===== src/rtl/ssd_scan_ctrl.sv =====
// Two-digit seven-segment controller: key-fed digit buffer, hex encoder and
// chip_sel sequencer with blanking dead time at every digit switch.
module ssd_scan_ctrl #(
  parameter int CLK_FREQ     = 125_000_000,
  parameter int REFRESH_HZ   = 500,
  parameter int BLANK_CYCLES = 125
) (
  input  logic       clk,
  input  logic       rst,
  input  logic       key_valid,
  input  logic [3:0] key_code,
  input  logic       clear,
  input  logic       mode,
  input  logic       sel_btn,
  output logic [6:0] seg,
  output logic       chip_sel,
  output logic [3:0] digit_l,
  output logic [3:0] digit_r,
  output logic [1:0] entry_count
);

  localparam int DWELL_CYCLES = CLK_FREQ / (2 * REFRESH_HZ) - BLANK_CYCLES;
  localparam int CNT_MAX      = (DWELL_CYCLES > BLANK_CYCLES) ? DWELL_CYCLES : BLANK_CYCLES;
  localparam int CW           = $clog2(CNT_MAX + 1);

  localparam logic [CW-1:0] CNT_ZERO   = CW'(0);
  localparam logic [CW-1:0] CNT_ONE    = CW'(1);
  localparam logic [CW-1:0] DWELL_LAST = CW'(DWELL_CYCLES - 1);
  localparam logic [CW-1:0] BLANK_LAST = CW'(BLANK_CYCLES - 1);

  localparam logic [1:0] SHOW_R     = 2'd0;
  localparam logic [1:0] BLANK_TO_L = 2'd1;
  localparam logic [1:0] SHOW_L     = 2'd2;
  localparam logic [1:0] BLANK_TO_R = 2'd3;

  generate
    if (DWELL_CYCLES < 1) begin : g_bad_dwell
      $error("ssd_scan_ctrl: refresh rate leaves no dwell time after blanking");
    end
    if (BLANK_CYCLES < 1) begin : g_bad_blank
      $error("ssd_scan_ctrl: BLANK_CYCLES must be at least 1");
    end
  endgenerate

  function automatic logic [6:0] hex_to_seg(input logic [3:0] v);
    case (v)
      4'h0: hex_to_seg = 7'h3F;
      4'h1: hex_to_seg = 7'h06;
      4'h2: hex_to_seg = 7'h5B;
      4'h3: hex_to_seg = 7'h4F;
      4'h4: hex_to_seg = 7'h66;
      4'h5: hex_to_seg = 7'h6D;
      4'h6: hex_to_seg = 7'h7D;
      4'h7: hex_to_seg = 7'h07;
      4'h8: hex_to_seg = 7'h7F;
      4'h9: hex_to_seg = 7'h6F;
      4'hA: hex_to_seg = 7'h77;
      4'hB: hex_to_seg = 7'h7C;
      4'hC: hex_to_seg = 7'h39;
      4'hD: hex_to_seg = 7'h5E;
      4'hE: hex_to_seg = 7'h79;
      4'hF: hex_to_seg = 7'h71;
      default: hex_to_seg = 7'h00;
    endcase
  endfunction

  logic [3:0]    digit_l_r, digit_r_r;
  logic          valid_l_r, valid_r_r;
  logic [1:0]    count_r;
  logic [1:0]    state_r, state_s;
  logic [CW-1:0] cnt_r, cnt_s;
  logic          mode_r;
  logic [6:0]    seg_r, seg_s;
  logic          chip_sel_r, chip_sel_s;
  logic          show_done_s, blank_done_s;

  // Digit buffer: new keys enter on the right and push the old right digit left.
  always_ff @(posedge clk or posedge rst) begin
    if (rst) begin
      digit_l_r <= 4'h0;
      digit_r_r <= 4'h0;
      valid_l_r <= 1'b0;
      valid_r_r <= 1'b0;
      count_r   <= 2'd0;
    end else if (clear) begin
      digit_l_r <= 4'h0;
      digit_r_r <= 4'h0;
      valid_l_r <= 1'b0;
      valid_r_r <= 1'b0;
      count_r   <= 2'd0;
    end else if (key_valid) begin
      digit_l_r <= digit_r_r;
      valid_l_r <= valid_r_r;
      digit_r_r <= key_code;
      valid_r_r <= 1'b1;
      count_r   <= (count_r == 2'd2) ? 2'd2 : count_r + 2'd1;
    end else begin
      count_r   <= count_r;
    end
  end

  assign show_done_s  = mode_r ? (cnt_r == DWELL_LAST) : sel_btn;
  assign blank_done_s = (cnt_r == BLANK_LAST);

  // Next-state logic; a mode change always restarts from a blank toward the right digit.
  always_comb begin
    state_s = state_r;
    cnt_s   = cnt_r;
    if (mode != mode_r) begin
      state_s = BLANK_TO_R;
      cnt_s   = CNT_ZERO;
    end else begin
      case (state_r)
        SHOW_R: begin
          if (show_done_s) begin
            state_s = BLANK_TO_L;
            cnt_s   = CNT_ZERO;
          end else begin
            cnt_s   = mode_r ? cnt_r + CNT_ONE : cnt_r;
          end
        end
        BLANK_TO_L: begin
          if (blank_done_s) begin
            state_s = SHOW_L;
            cnt_s   = CNT_ZERO;
          end else begin
            cnt_s   = cnt_r + CNT_ONE;
          end
        end
        SHOW_L: begin
          if (show_done_s) begin
            state_s = BLANK_TO_R;
            cnt_s   = CNT_ZERO;
          end else begin
            cnt_s   = mode_r ? cnt_r + CNT_ONE : cnt_r;
          end
        end
        BLANK_TO_R: begin
          if (blank_done_s) begin
            state_s = SHOW_R;
            cnt_s   = CNT_ZERO;
          end else begin
            cnt_s   = cnt_r + CNT_ONE;
          end
        end
        default: begin
          state_s = SHOW_R;
          cnt_s   = CNT_ZERO;
        end
      endcase
    end
  end

  // State, dwell counter and last-seen mode; mode_r resets to dual so a
  // dual-mode start opens with a full right-digit dwell.
  always_ff @(posedge clk or posedge rst) begin
    if (rst) begin
      state_r <= SHOW_R;
      cnt_r   <= CNT_ZERO;
      mode_r  <= 1'b1;
    end else begin
      state_r <= state_s;
      cnt_r   <= cnt_s;
      mode_r  <= mode;
    end
  end

  // Output decode; single mode always shows the newest key on the selected digit.
  always_comb begin
    seg_s      = 7'h00;
    chip_sel_s = 1'b0;
    case (state_r)
      SHOW_R: begin
        chip_sel_s = 1'b0;
        seg_s      = valid_r_r ? hex_to_seg(digit_r_r) : 7'h00;
      end
      BLANK_TO_L: begin
        chip_sel_s = 1'b1;
        seg_s      = 7'h00;
      end
      SHOW_L: begin
        chip_sel_s = 1'b1;
        if (mode_r) begin
          seg_s = valid_l_r ? hex_to_seg(digit_l_r) : 7'h00;
        end else begin
          seg_s = valid_r_r ? hex_to_seg(digit_r_r) : 7'h00;
        end
      end
      BLANK_TO_R: begin
        chip_sel_s = 1'b0;
        seg_s      = 7'h00;
      end
      default: begin
        chip_sel_s = 1'b0;
        seg_s      = 7'h00;
      end
    endcase
  end

  // Pin registers for the shared segment bus and digit select.
  always_ff @(posedge clk or posedge rst) begin
    if (rst) begin
      seg_r      <= 7'h00;
      chip_sel_r <= 1'b0;
    end else begin
      seg_r      <= seg_s;
      chip_sel_r <= chip_sel_s;
    end
  end

  assign seg         = seg_r;
  assign chip_sel    = chip_sel_r;
  assign digit_l     = digit_l_r;
  assign digit_r     = digit_r_r;
  assign entry_count = count_r;

endmodule


===== config.mk =====
export PLATFORM = sky130hd
export DESIGN_NAME = ssd_scan_ctrl
export DESIGN_NICKNAME = d
export VERILOG_FILES = /design/src/rtl/ssd_scan_ctrl.sv
export SDC_FILE = /design/constraint.sdc
export NUM_CORES = 1
export LEC_CHECK = 0
export BUFFER_PORTS_ARGS = -buffer_cell sky130_fd_sc_hd__buf_2
export CAP_MARGIN = 20
export CORE_AREA = 3 3 84 86
export CTS_CLUSTER_SIZE = 10
export DETAILED_ROUTE_END_ITERATION = 6
export DIE_AREA = 0 0 87 89
export GPL_TIMING_DRIVEN = 0
export PLACE_DENSITY = 0.57
export SETUP_SLACK_MARGIN = 0.02
export SLEW_MARGIN = 15
export SYNTH_ARGS = -nofsm -noshare
export SYNTH_HDL_FRONTEND = slang
export SYNTH_SLANG_ARGS = --single-unit

===== constraint.sdc =====
create_clock -name clk -period 2.35 [get_ports clk]
set_input_delay 0.1175 -clock clk [delete_from_list [all_inputs] [get_ports clk]]
set_output_delay 0.1175 -clock clk [all_outputs]
set_load 0.005 [all_outputs]

==> Yosys cells after proc, flatten, opt, wreduce, memory -nomap -nowiden <==
Memory sizes are Yosys's and may differ from the RTL's.
Index checks and enable logic that the tools add are counted.
{ "word_totals": {"memories": 3, "output_inout_bits": 18, "rom_bits": 336, "register_bits": 40, "wordCells": 63, "inputBits": 10} }
{ "op_classes": {"n_eq_ne": 12, "addsub": 2, "mux": 29, "reduce_logical": 7} }
{ "mem_list": {"columns": ["memory", "depth", "width", "read_ports", "rd_ports_with_merged_regs", "write_ports", "line", "source"], "rows": [
  ["(no name shown)", 16, 7, 1, 0, 0, "46", "case (v)"],
  ["(no name shown)", 16, 7, 1, 0, 0, "46", null],
  ["(no name shown)", 16, 7, 1, 0, 0, "46", null]
]} }
{ "op_table": {"columns": ["cell", "n"], "rows": [
  ["17-bit two-way mux", 4],
  ["17-bit case mux with 2 select lines", 1],
  ["7-bit two-way mux", 4],
  ["7-bit case mux with 3 select lines", 1],
  ["17-bit by 1-bit adder with 17-bit output, second input constant", 1],
  ["17-bit equality test, second input constant", 1],
  ["17-bit by 7-bit equality test with 1-bit output, second input constant", 1],
  ["2-bit two-way mux", 8],
  ["4-bit two-way mux", 4],
  ["3-bit inequality test, second input constant", 4],
  ["2-bit case mux with 4 select lines", 1],
  ["2-bit OR reduction", 4],
  ["2-bit equality test, second input constant", 3],
  ["1-bit two-way mux", 5],
  ["4-bit by 1-bit inequality test with 1-bit output, second input constant", 1],
  ["4-bit AND reduction", 1],
  ["2-bit by 1-bit adder with 2-bit output, second input constant", 1],
  ["2-bit by 1-bit equality test with 1-bit output, second input constant", 1],
  ["2-bit zero test", 1],
  ["1-bit case mux with 2 select lines", 1],
  ["2-bit nonzero test", 1],
  ["1-bit inequality test", 1]
]} }

==> Longest topological paths before layout <==
{ "depth": {"word_depth": 5, "ltp_mapped": 8} }

==> Worst setup path before layout <==
Ideal clock, no wire load.
{ "synth_timing": {"path_type": "register to register", "from": "register state_r[0]", "to": "register cnt_r[10]", "slack_ns": 0.508, "setup_ns": 0.128, "stages_incl_launch_ff": 9, "n_path_buf": 2, "arrival_ns": 1.714, "path_cell_list": "dfrtp_1 inv_1 ha_1 nor2_1 clkbuf_1 nor2_2 nor3_2 buf_6 o22ai_2"} }
{ "synth_via": {"elab_chain_cells": 4, "word_cells_on_any_way": 9} }
{ "synth_rtl": {"columns": ["item", "line", "source"], "rows": [
  ["start, declared", "70", "logic [1:0] state_r, state_s;"],
  ["start signal, assigned", "162", "state_r <= state_s;"],
  ["2-bit equality test (tied with other cells)", "113", "case (state_r)"],
  ["2-bit OR reduction (no source line)", null, null],
  ["17-bit case mux with 2 select lines", "113", null],
  ["17-bit two-way mux", "109", "if (mode != mode_r) begin"],
  ["end signal, assigned", "163", "cnt_r <= cnt_s;"],
  ["end, declared", "71", "logic [CW-1:0] cnt_r, cnt_s;"]
]} }
Parallel ways exist; a longest one is shown, timed or not.
A chain may end at the register's enable or synchronous reset.

==> Worst setup path after layout <==
{ "layout_timing": {"from": "register cnt_r[0]", "to": "register cnt_r[0]"} }
{ "layout_via": {"elab_chain_cells": 5, "word_cells_on_any_way": 10} }
{ "layout_rtl": {"columns": ["item", "line"], "rows": [
  ["17-bit by 1-bit adder with 17-bit output or 17-bit equality test (tied branches)", null],
  ["17-bit two-way mux or 1-bit two-way mux (tied branches)", "119, 135, 102"],
  ["17-bit two-way mux", "115, 131"],
  ["17-bit case mux with 2 select lines", "113"],
  ["17-bit two-way mux", "109"]
]} }
Parallel ways exist; a longest one is shown, timed or not. The select of a mux whose other input is x is not followed.

==> results.sh <==
export IMPL_drt_pass1_iter_count=4
export IMPL_fin_crit_ns=2.15
export IMPL_clock_fmax_mhz=465
export IMPL_hold_class="in2reg"
export IMPL_slew_viol_final=0
export IMPL_grtUsageMet3=0.0286
export IMPL_ys_async_sr_fraction=1.00
export IMPL_routed_wl_mm=5.98
export IMPL_setup_viol=0
export IMPL_hold_violations=0
export IMPL_critPathMaxStageDelay_ns=0.42
export IMPL_ys_warn_count=0
export IMPL_yosysSeqAreaShare=0.382
export IMPL_worstPathCellList="inv_1 > ha_1 > nand2_1 > nor4b_2 > nand3_1 > a32oi_4 > buf_4 > mux2i_1"
export IMPL_cp_slowest_cell="dfrtp_1"
export IMPL_grt_max_degree=31
export IMPL_place_congestion=0.844
export IMPL_outcome="complete, no violations"
export IMPL_wire_per_inst_um=15.1
export IMPL_tritoncts="built"
export IMPL_dpl_hpwl_mm=4.31
export IMPL_area_growth_synth_to_final_pct=14.6
export IMPL_die_w_um=87
export IMPL_portBuffers=27
export IMPL_cts_sinks=40
export IMPL_synth_area_sq_um=2620
export IMPL_synth_top_flop_cell="dfrtp_1"
export IMPL_crit_path_start_kind="register"
export IMPL_ant_nets=0
export IMPL_start_util=0.413
export IMPL_layout_nets=347
export IMPL_clk_path_buf_depth=2
export IMPL_htreeDepth=2
export IMPL_cts_clk_slew_worst_paths_ns=0.09
export IMPL_grt_pass1_vias=2144
export IMPL_grt_pass1_wl_mm=10.4
export IMPL_post_route_util=0.474
export IMPL_ios=28
export IMPL_num_vias=2154
export IMPL_clock_latency_ns=0.30
export IMPL_yosys_cell_count_top_type="dfrtp_1"
export IMPL_synth_top_area_frac=0.372
export IMPL_via_per_inst=5.45
export IMPL_fin_skew_ns=0.0170
export IMPL_drive_above_1_share=0.192
export IMPL_fin_cells=395
export IMPL_cts_repair_timing_setup_buffer_count=0
export IMPL_timing_critical_path_buf_inv=2
export IMPL_cts_root_buffer_cell="clkbuf_8"
export IMPL_power_total_uw=1980
export IMPL_ir_drop_mv=0.398
export IMPL_worst_pin_slew_ns=0.741
export IMPL_p_leak_uw=0.00128
export IMPL_cellPowerDensity_nw_per_um2=659
export IMPL_cp_data_required_time_ns=2.50
export IMPL_endpoint_kind="register"
export IMPL_cts_made_buffers=5
export IMPL_yosys_top_cells_count="39 x dfrtp_1, 29 x nor2_1, 26 x nand2_1"
export IMPL_ys_seq_elements=40
export IMPL_post_synth_num_cell_types=50
export IMPL_path_class="reg2reg"
export IMPL_maxCapViolations=0
export IMPL_die_h_um=89
export IMPL_fp_dieArea_sq_um=7740
export IMPL_grt_busiest_layer="met2"
export IMPL_rsz0062_at_grt="false"
export IMPL_grt_ovfl_total=0
export IMPL_slew_headroom=0.506
export IMPL_tns_ns=0
export IMPL_drt_iter0_drc=107
export IMPL_grtUsageMet2=0.253
export IMPL_period_share=0.915
export IMPL_diodes=0
export IMPL_rows=29
export IMPL_yosys_area_top_type="dfrtp_1"
export IMPL_worstPathMaxFanout=10
export IMPL_crit_family="simple AND/OR/NAND/NOR gates"
export IMPL_grtUsageTotal=0.169
export IMPL_netlist_instances=279
export IMPL_dp_cells=384
export IMPL_critPathArrivalTime_ns=2.31
export IMPL_post_route_drc_count=0
export IMPL_fillers=600
export IMPL_postSynthAreaPerCell_sq_um=9.40
export IMPL_core_sq_um=6350
export IMPL_met1_usage=0.250
export IMPL_antenna_found_initial=0
export IMPL_synth_area_top_cells="dfrtp_1 37%, ha_1 9.5%, mux2i_1 6.9%"
export IMPL_synth_edf_count=0
export IMPL_synthesis_nets=309
[power breakdown]
group	leakage [uW]	switching [uW]	total [uW]	internal, uW
clock network	0.0000412	259	467	208
registers	0.000536	54.8	813	758
logic	0.000700	433	701	268
[cell type report]
| cell class | count | area [sq um] | area share |
|---|---|---|---|
| sequential | 40 | 1000 | 0.333 |
| inverter | 16 | 60.1 | 0.0200 |
| timing repair buffer | 31 | 185 | 0.0616 |
| clock inverter | 2 | 12.5 | 0.00416 |
| tap | 77 | 96.3 | 0.0320 |
| clock buffer | 6 | 72.6 | 0.0241 |
| buffer | 14 | 65.1 | 0.0216 |
| multi-input combinational | 209 | 1510 | 0.503 |
[registers in the layout, indices dropped and copies added (netlist names)]
name,flops
cnt_r,17
seg,7
digit_l,4
digit_r,4
entry_count,2
state_r,2
chip_sel,1
mode_r,1
valid_l_r,1
valid_r_r,1
[stage by stage]
| stage | setup slack [ns] | cell area [sq um] | hold slack (ns) |
|---|---|---|---|
| final | 0.199 | 3010 | 0.0509 |
| after global routing | 0.0264 | 3010 | 0.0742 |
| after CTS | 0.0430 | 2990 | 0.0486 |
| after detailed placement | 0.0957 | 2880 | 0.0682 |
| after global placement | 0.129 | 2860 | 0.268 |
| after floorplan | 0.508 | 2620 | 0.122 |
[logic make-up (layout without fill, tap and decap cells)]
logic type / Yosys count / count (layout) / synth area share
simple gates: 100 / 100 / 0.199
compound gates: 70 / 70 / 0.204
flops: 40 / 40 / 0.382
buf+inv: 30 / 69 / 0.0472
fa+ha+maj: 20 / 20 / 0.0954
mux: 18 / 18 / 0.0687
xor+xnor: 1 / 1 / 0.00334
[what timing repair did]
item                                   in CTS  in global routing
endpoints found under the hold margin      13                  0
hold buffers                                3                  0
resized for setup                           0                  4
setup endpoints to repair                   0                 13
[final timing paths]
kind                                      start                         end  slack (ns)  cells past startpoint
min in group asynchronous                   rst  entry_count[0]$_DFFE_PP0P_        0.28                      3
min reg2reg                cnt_r[9]$_DFFE_PP0P_        cnt_r[9]$_DFFE_PP0P_        0.56                      1
max in group asynchronous                   rst            mode_r$_DFF_PP1_        1.54                      4
max                        cnt_r[0]$_DFFE_PP0P_        cnt_r[0]$_DFFE_PP0P_        0.20                      8
max reg2reg                cnt_r[0]$_DFFE_PP0P_        cnt_r[0]$_DFFE_PP0P_        0.20                      8
min                                 key_code[0]      digit_r[0]$_DFFE_PP0P_        0.05                      3
[worst reg2reg max path, cell delays in order (launching register included)]
cell and delay [ns]:
dfrtp_1 0.42, inv_1 0.13, ha_1 0.15, nand2_1 0.07, nor4b_2 0.35, nand3_1 0.22, a32oi_4 0.31, buf_4 0.27
mux2i_1 0.09
[routing by layer]
layer  share of wire  up-vias
li1                -     1084
met1            0.52     1024
met2            0.43       41
met3           0.040        5
met4          0.0085        0
met5               0        -
[layout by cell type (no fill, tap or decap), drive strengths merged, types with 2 or more instances in the layout]
master       Yosys  final
a21oi            8      8
nor2b            3      3
nand2           26     26
mux2i           18     18
nor4b            2      2
nor2            30     30
a31oi            6      6
nand4            4      4
o21ai           16     16
or4              2      2
o31ai            6      6
dlygate4sd3      0      3
a211oi           4      4
nand2b           7      7
clkbuf          10     16
nor3             5      5
or2              4      4
or3              4      4
o22ai            8      8
o211ai           3      3
inv             16     16
dfrtp           39     39
o2111ai          8      8
nand3            8      8
ha              20     20
buf              4     32
o32ai            5      5
No activity file was read; power rests on OpenSTA's default activity.
